`config.mk`:
```
export PLATFORM = sky130hd
export DESIGN_NAME = oam_dma_ctrl_flat
export DESIGN_NICKNAME = d
export VERILOG_FILES = /design/src/rtl/oam_dma_ctrl_if.sv /design/src/rtl/oam_dma_ctrl.sv /design/src/flat_wrapper.sv
export SDC_FILE = /design/constraint.sdc
export NUM_CORES = 1
export LEC_CHECK = 0
export ABC_AREA = 1
export ABC_CLOCK_PERIOD_IN_PS = 2550
export CAP_MARGIN = 0
export CORE_MARGIN = 8
export CORE_UTILIZATION = 48
export DETAILED_ROUTE_END_ITERATION = 16
export HOLD_SLACK_MARGIN = 0.12
export PLACE_DENSITY = 0.84
export SYNTH_ARGS = -nofsm -noshare
export SYNTH_HDL_FRONTEND = slang
export SYNTH_SLANG_ARGS = --single-unit
export TNS_END_PERCENT = 5
```
`constraint.sdc`:
```
create_clock -name clk -period 2.55 [get_ports clk]
set_input_delay 0.51 -clock clk [delete_from_list [all_inputs] [get_ports clk]]
set_output_delay 0.51 -clock clk [all_outputs]
set_load 0.005 [all_outputs]
```
`src/rtl/oam_dma_ctrl_if.sv`:
```
// CPU-side and memory-side bus bundle for the sprite-DMA engine.
//   slave  : view taken by oam_dma_ctrl (CPU bus and mem_ctrl responses in,
//            mem_ctrl requests, CPU stall/read data and DMA status out).
//   master : view taken by the surrounding system (CPU core + mem_ctrl).
interface oam_dma_ctrl_if;
  localparam int unsigned ADDR_W = 16;
  localparam int unsigned DATA_W = 8;

  logic [ADDR_W-1:0] cpu_addr_in;
  logic [DATA_W-1:0] cpu_data_in;
  logic              cpu_write_en;
  logic              cpu_read_en;
  logic [DATA_W-1:0] cpu_data_out;
  logic              cpu_stall;
  logic [ADDR_W-1:0] mem_addr;
  logic [DATA_W-1:0] mem_data_out;
  logic [DATA_W-1:0] mem_data_in;
  logic              mem_write_en;
  logic              mem_read_en;
  logic              mem_busy;
  logic              dma_active;
  logic              dma_done;

  modport slave (
    input  cpu_addr_in, cpu_data_in, cpu_write_en, cpu_read_en,
    input  mem_data_in, mem_busy,
    output cpu_data_out, cpu_stall,
    output mem_addr, mem_data_out, mem_write_en, mem_read_en,
    output dma_active, dma_done
  );

  modport master (
    output cpu_addr_in, cpu_data_in, cpu_write_en, cpu_read_en,
    output mem_data_in, mem_busy,
    input  cpu_data_out, cpu_stall,
    input  mem_addr, mem_data_out, mem_write_en, mem_read_en,
    input  dma_active, dma_done
  );
endinterface

```
`src/rtl/oam_dma_ctrl.sv`:
```
// Sprite-DMA engine between the 6502 core and mem_ctrl's CPU port.
// In IDLE the CPU bus passes straight through. A CPU write to DMA_REG_ADDR
// stalls the CPU and copies page P ($PP00-$PPFF) into sprite RAM by
// alternating reads of {P,idx} with writes to OAM_DATA_ADDR.
// Ports:
//   clk  - system clock, rising edge
//   rst  - synchronous active-high reset
//   bus  - oam_dma_ctrl_if.slave: CPU bus in, cpu_data_out/cpu_stall out,
//          mem_ctrl request/response, dma_active / dma_done status
module oam_dma_ctrl #(
  parameter logic [15:0] DMA_REG_ADDR  = 16'h4014,
  parameter logic [15:0] OAM_DATA_ADDR = 16'h2004
) (
  input  logic           clk,
  input  logic           rst,
  oam_dma_ctrl_if.slave  bus
);
  localparam int unsigned DATA_W  = 8;
  localparam int unsigned ALIGN_W = 2;

  typedef enum logic [1:0] {IDLE, ALIGN, READ, WRITE} state_t;

  state_t              state, state_nx;
  logic [DATA_W-1:0]   page, page_nx;
  logic [DATA_W-1:0]   idx, idx_nx;
  logic [DATA_W-1:0]   byte_q, byte_nx;
  logic [ALIGN_W-1:0]  align_cnt, align_nx;
  logic                parity;
  logic                hold_q, hold_nx;
  logic                done_q, done_nx;

  // State and datapath registers
  always_ff @(posedge clk) begin
    if (rst) begin
      state     <= IDLE;
      page      <= '0;
      idx       <= '0;
      byte_q    <= '0;
      align_cnt <= '0;
      parity    <= 1'b0;
      hold_q    <= 1'b0;
      done_q    <= 1'b0;
    end else begin
      state     <= state_nx;
      page      <= page_nx;
      idx       <= idx_nx;
      byte_q    <= byte_nx;
      align_cnt <= align_nx;
      parity    <= ~parity;
      hold_q    <= hold_nx;
      done_q    <= done_nx;
    end
  end

  // Next-state logic and mem_ctrl request drive
  always_comb begin
    state_nx         = state;
    page_nx          = page;
    idx_nx           = idx;
    byte_nx          = byte_q;
    align_nx         = align_cnt;
    hold_nx          = 1'b0;
    done_nx          = 1'b0;
    bus.mem_addr     = {page, idx};
    bus.mem_data_out = '0;
    bus.mem_write_en = 1'b0;
    bus.mem_read_en  = 1'b0;

    case (state)
      IDLE: begin
        bus.mem_addr     = bus.cpu_addr_in;
        bus.mem_data_out = bus.cpu_data_in;
        bus.mem_read_en  = bus.cpu_read_en;
        bus.mem_write_en = bus.cpu_write_en && (bus.cpu_addr_in != DMA_REG_ADDR);
        if (bus.cpu_write_en && (bus.cpu_addr_in == DMA_REG_ADDR)) begin
          page_nx  = bus.cpu_data_in;
          idx_nx   = '0;
          // Odd-cycle trigger waits one extra cycle to land on the read phase
          align_nx = parity ? ALIGN_W'(2) : ALIGN_W'(1);
          state_nx = ALIGN;
        end
      end
      ALIGN: begin
        if (align_cnt == ALIGN_W'(1)) state_nx = READ;
        else                          align_nx = align_cnt - ALIGN_W'(1);
      end
      READ: begin
        bus.mem_read_en = 1'b1;
        if (!bus.mem_busy) state_nx = WRITE;
      end
      WRITE: begin
        bus.mem_addr     = OAM_DATA_ADDR;
        bus.mem_write_en = 1'b1;
        // mem_data_in is only guaranteed on the first WRITE cycle; replay the
        // captured byte while mem_ctrl keeps us waiting.
        bus.mem_data_out = hold_q ? byte_q : bus.mem_data_in;
        if (!hold_q) byte_nx = bus.mem_data_in;
        if (bus.mem_busy) begin
          hold_nx = 1'b1;
        end else if (idx == 8'hFF) begin
          done_nx  = 1'b1;
          state_nx = IDLE;
        end else begin
          idx_nx   = idx + 8'd1;
          state_nx = READ;
        end
      end
      default: state_nx = IDLE;
    endcase
  end

  assign bus.cpu_data_out = bus.mem_data_in;
  assign bus.cpu_stall    = (state != IDLE);
  assign bus.dma_active   = (state != IDLE);
  assign bus.dma_done     = done_q;

endmodule

```
`src/flat_wrapper.sv`:
```
// flat-port wrapper written by rule: the top's interface ports become plain ports
module oam_dma_ctrl_flat 
#(
  parameter logic [15:0] DMA_REG_ADDR  = 16'h4014,
  parameter logic [15:0] OAM_DATA_ADDR = 16'h2004
)
  (clk, rst, bus_cpu_addr_in, bus_cpu_data_in, bus_cpu_write_en, bus_cpu_read_en, bus_mem_data_in, bus_mem_busy, bus_cpu_data_out, bus_cpu_stall, bus_mem_addr, bus_mem_data_out, bus_mem_write_en, bus_mem_read_en, bus_dma_active, bus_dma_done);
  oam_dma_ctrl_if bus_i ();
  input  logic clk;
  input  logic rst;
  input wire logic [$bits(bus_i.cpu_addr_in)-1:0] bus_cpu_addr_in;
  input wire logic [$bits(bus_i.cpu_data_in)-1:0] bus_cpu_data_in;
  input wire logic [$bits(bus_i.cpu_write_en)-1:0] bus_cpu_write_en;
  input wire logic [$bits(bus_i.cpu_read_en)-1:0] bus_cpu_read_en;
  input wire logic [$bits(bus_i.mem_data_in)-1:0] bus_mem_data_in;
  input wire logic [$bits(bus_i.mem_busy)-1:0] bus_mem_busy;
  output wire logic [$bits(bus_i.cpu_data_out)-1:0] bus_cpu_data_out;
  output wire logic [$bits(bus_i.cpu_stall)-1:0] bus_cpu_stall;
  output wire logic [$bits(bus_i.mem_addr)-1:0] bus_mem_addr;
  output wire logic [$bits(bus_i.mem_data_out)-1:0] bus_mem_data_out;
  output wire logic [$bits(bus_i.mem_write_en)-1:0] bus_mem_write_en;
  output wire logic [$bits(bus_i.mem_read_en)-1:0] bus_mem_read_en;
  output wire logic [$bits(bus_i.dma_active)-1:0] bus_dma_active;
  output wire logic [$bits(bus_i.dma_done)-1:0] bus_dma_done;
  assign bus_i.cpu_addr_in = bus_cpu_addr_in;
  assign bus_i.cpu_data_in = bus_cpu_data_in;
  assign bus_i.cpu_write_en = bus_cpu_write_en;
  assign bus_i.cpu_read_en = bus_cpu_read_en;
  assign bus_i.mem_data_in = bus_mem_data_in;
  assign bus_i.mem_busy = bus_mem_busy;
  assign bus_cpu_data_out = bus_i.cpu_data_out;
  assign bus_cpu_stall = bus_i.cpu_stall;
  assign bus_mem_addr = bus_i.mem_addr;
  assign bus_mem_data_out = bus_i.mem_data_out;
  assign bus_mem_write_en = bus_i.mem_write_en;
  assign bus_mem_read_en = bus_i.mem_read_en;
  assign bus_dma_active = bus_i.dma_active;
  assign bus_dma_done = bus_i.dma_done;
  oam_dma_ctrl #(.DMA_REG_ADDR(DMA_REG_ADDR), .OAM_DATA_ADDR(OAM_DATA_ADDR)) u_core (.clk(clk), .rst(rst), .bus(bus_i));
endmodule
```
---- Word level (Yosys, flattened, before mapping) ----
Cells that the tools add are included.
W data, S select, Z words.
word-level totals
  output and inout port bits .............. 37
  word-level logic and storage cells ...... 58
  flip-flop bits (word level) ............. 31
  bits of input ports ..................... 37
cells by class
  equal/unequal tests ..................... 13
  reduce and logical (&&, ||, !) cells .... 12
  mux-type cells .......................... 21
  bitwise operators ....................... 2
  add/subtract/negate cells ............... 2
operators by type and width
  cell                    count
  $mux W8                 4
  $pmux W16 S2            1
  $pmux W8 S2             2
  $eq A16 B15 Y1 const B  1
  $mux W2                 8
  $ne A16 B15 Y1 const B  1
  $add A8 B1 Y8 const B   1
  $eq A8 B8 Y1 const B    1
  $ne A2 B2 Y1 const B    4
  $pmux W2 S4             1
  $reduce_and A4 Y1       2
  $reduce_bool A2 Y1      3
  $eq A2 B1 Y1 const B    2
  $eq A2 B2 Y1 const B    2
  $ne A2 B1 Y1 const B    2
  $pmux W1 S2             2
  $pmux W2 S2             1
  $reduce_and A3 Y1       1
  $reduce_or A3 Y1        1
  $logic_and A1 B1 Y1     2
  $logic_not A2 Y1        1
  $mux W1                 2
  $not A1 Y1              2
  $reduce_and A2 Y1       1
  other kinds (2)         2

---- Logic depth before layout (Yosys ltp) ----
  depth after elaboration ................. 4
  mapped depth ............................ 10
  gate-level depth less buffers ........... 10

---- Worst setup path after synthesis ----
No wires, ideal clock.
  path type ............................... flip-flop to output port
  start ................................... reg u_core.state[1]
  end ..................................... out bus_mem_addr[0]
  required time ........................... 2.040 ns
  buffers on the path ..................... 2
  arrival ................................. 1.367 ns
  stages on the path, launching flop included .. 8
  slack ................................... 0.673 ns
  path through ............................ dfxtp_1 -> inv_1 -> ha_1 -> buf_2 -> inv_1 -> clkbuf_1 -> nand3_1 -> o21ai_0
between the ends
  word-level cells in the longest chain between the ends .. 2
  elaborated cells on any way between the ends .. 3
  those cells by class .................... eq/ne: 1; mux: 1; reduce/logical: 1
RTL lines
  item                                              RTL line            source
  start, declared                                   oam_dma_ctrl.sv:23  state_t state, state_nx;
  start signal, assigned                            oam_dma_ctrl.sv:44  state <= state_nx;
  $eq A2 B2 Y1 or $logic_not A2 Y1 (tied branches)  oam_dma_ctrl.sv:69  case (state)
  $pmux W16 S2 (*)                                  oam_dma_ctrl.sv:69
  end, declared                                     flat_wrapper.sv:19  output wire logic [$bits(bus_i.mem_addr)-1:0] bus_mem_addr;
Every way passes the cells marked *; elsewhere a longest branch is shown, timed or not.

---- Worst setup path in the final report ----
  start ................................... reg u_core.state[1]
  end ..................................... out bus_mem_data_out[6]
between the ends
  word-level cells in the longest chain between the ends .. 2
  elaborated cells on any way between the ends .. 3
  those cells by class .................... eq/ne: 1; mux: 1; reduce/logical: 1
RTL lines
  item                                              RTL line            source
  $eq A2 B2 Y1 or $logic_not A2 Y1 (tied branches)  oam_dma_ctrl.sv:69
  $pmux W8 S2 (*)                                   oam_dma_ctrl.sv:69
  end, declared                                     flat_wrapper.sv:20  output wire logic [$bits(bus_i.mem_data_out)-1:0] bus_mem_data_out;
Marks and branches as above.

==> impl_metrics.ini <==
[outcome]
status = completed

[detailed_routing]
drtPass1Iterations = 4
dr_total_vias = 2343
ant_nets = 0
wl_per_cell_um = 14.8
drc = 0
first_iter_violations = 160
routed_wl_mm = 6.48
vias_per_cell = 5.34

[floorplanning]
die_area_um2 = 6570
die_width_um = 81.0
core_um2 = 4030
ios = 74
dieHeight_um = 81.0
rows = 23
initial_utilization = 0.504

[clock_network]
cts_buffers = 5
cts_tree = done
path_clk_slew_ps = 60
cts_root_buffer = clkbuf_8
htree_levels = 2
clock_latency_ps = 280
clockBufferDepth = 2
cts_num_sinks = 31

[setup_path]
arrival_ps = 2020
startpoint_type = register
cp.required_ps = 2040
worstPathCellList = ha_2 -> clkinvlp_4 -> buf_4 -> nor2_1 -> o21ai_0 -> a21oi_1 -> clkdlybuf4s50_1
critPathMaxFanout = 4
critical-path-max-stage-delay_ps = 530
slowest_stage = clkdlybuf4s50_1
crit_path_end_kind = primary output
crit_type = register to primary output

[synthesis]
synth_area_per_cell_um2 = 6.38
yosysSeqAreaShare = 0.306
ys_warn_count = 0
synth_top_area_share = 0.306
synth_area_um2 = 2030
netlist_top_cells_count = nand2_1 (87), nor2_1 (40), a21oi_1 (33)
synth.distinct_cells = 28
synthTopCellsByArea = dfxtp_1 (31%), nand2_1 (16%), a21oi_1 (8.1%)
synth_area_leader_cell = dfxtp_1
synth_most_common_cell = nand2_1
synth_fp_nets = 361
synthArstFlopShare = 0
synth_cells = 318
synth_flop_cell = dfxtp_1
synth-seq-cells = 31
synth-edff-count = 0

[timing]
slew_headroom = 0.771
setup_violations = 0
skew_ps = 5.50
tightest_slew_ps = 343
finalCritPeriodShare = 0.991
layout_min_cycle_time_ps = 2530
rsz0062_at_grt = true
fmax_mhz = 396
hold_slack_ps = 416
hold_violations = 0
report.final.slew_viol_count = 0

[final_layout]
diodes = 0
fillCellCount = 336
postLayoutCellArea_um2 = 2930
fin_nets = 431
drive_gt1_frac = 0.111
fin_cells = 439
fin_util = 0.726
syn_to_final_growth_pct = 44.2

[global_routing]
gr-usage-all-layers = 0.195
grt_pass1_vias = 2268
antenna_found_initial = 0
gr-total-overflow = 0
grt_pass1_wl_mm = 10.4
grt_start_max_net_pins = 28

[placed_design]
dpl.hpwl_mm = 4.67
dp.cells = 424
port_buffers = 73
place_area_um2 = 2750
gp_congestion = 0.883

[pwr]
ir_worst_vdd_v = 0.00103
power_w = 0.00303
cellLeakagePower_nw = 1.24
power_density_nw_per_um2 = 1030

[flow_run]
max_cap_viol_count = 0

[hold_path]
hold_path_class = register to register
## cell families after synthesis
family / count (synthesis) / share of synthesized area
AO/OA/AOI/OAI: 60 / 0.159
adder cells (fa/ha/maj): 6 / 0.0370
buffers and inverters: 47 / 0.109
flip-flops: 31 / 0.306
AND/OR/NAND/NOR: 174 / 0.389
## final cells by class
class                      instances  area [um2]  area share
multi-input combinational        240        1200       0.412
timing repair buffer              87         865       0.295
sequential                        31         623       0.213
inverter                          23        90.1      0.0308
clock buffer                       7        76.3      0.0261
tap                               50        62.6      0.0214
clock inverter                     1        5.00     0.00171
## cell usage in the layout, fill, tap and decap left out, drive strengths merged
master	instances
o21bai	2
nand4	7
o31ai	1
clkinvlp	1
inv	22
clkdlybuf4s50	63
dlygate4sd2	5
ha	6
dfxtp	31
nand3	28
dlymetal6s2s	5
nand2	91
o21ai	20
clkbuf	7
a21oi	37
nor4	1
nand3b	3
clkinv	1
buf	14
nor2	44
## path summary, 6_finish.rpt
| check | start | end | slack [ps] | depth (start not counted) |
|---|---|---|---|---|
| setup / recovery | u_core.state[1] | bus_mem_data_out[6] | 20 | 7 |
| hold / removal | u_core.parity | u_core.parity | 420 | 1 |
| setup reg to reg | u_core.state[1] | u_core.idx[6] | 750 | 10 |
| hold reg to reg | u_core.parity | u_core.parity | 420 | 1 |
## where the power goes
part	internal, W	switching, W
Combinational	0.00101	0.00106
Sequential	0.000542	0.0000408
Clock	0.000191	0.000179
## worst max-delay path, delay by kind of cell (launching register included)
kind | cells | cell delay [ps]
flops | 1 | 360
fa+ha+maj | 1 | 210
compound gates | 2 | 280
buf+inv | 3 | 790
simple gates | 1 | 110
## routing by layer
metal | track usage | part of all wire | vias to the layer above
li1 | - | - | 1174
met1 | 0.234 | 0.41 | 1085
met2 | 0.327 | 0.48 | 77
met3 | 0.0585 | 0.092 | 7
met4 | 0.0625 | 0.0091 | 0
met5 | 0 | 0 | -
## registers in the layout, indices dropped and copies added (netlist names)
name                 count
u_core.align_cnt         2
u_core.bus.dma_done      1
u_core.state             2
u_core.idx               8
u_core.parity            1
u_core.hold_q            1
u_core.byte_q            8
u_core.page              8
## per-stage QoR
stage	worst slack (ps)	setup TNS, ps
after CTS	26.2	0
after floorplan	673	0
after global placement	82.7	0
after global routing	-104	-244
final	23.0	0
after detailed placement	53.0	0
## what timing repair did
item	CTS	global route
pin swaps	0	1
buffers inserted	7	0
hold buffers	0	0
setup endpoints to repair	24	19
gates resized for setup	12	9
Power figures use the tool's default switching activity.
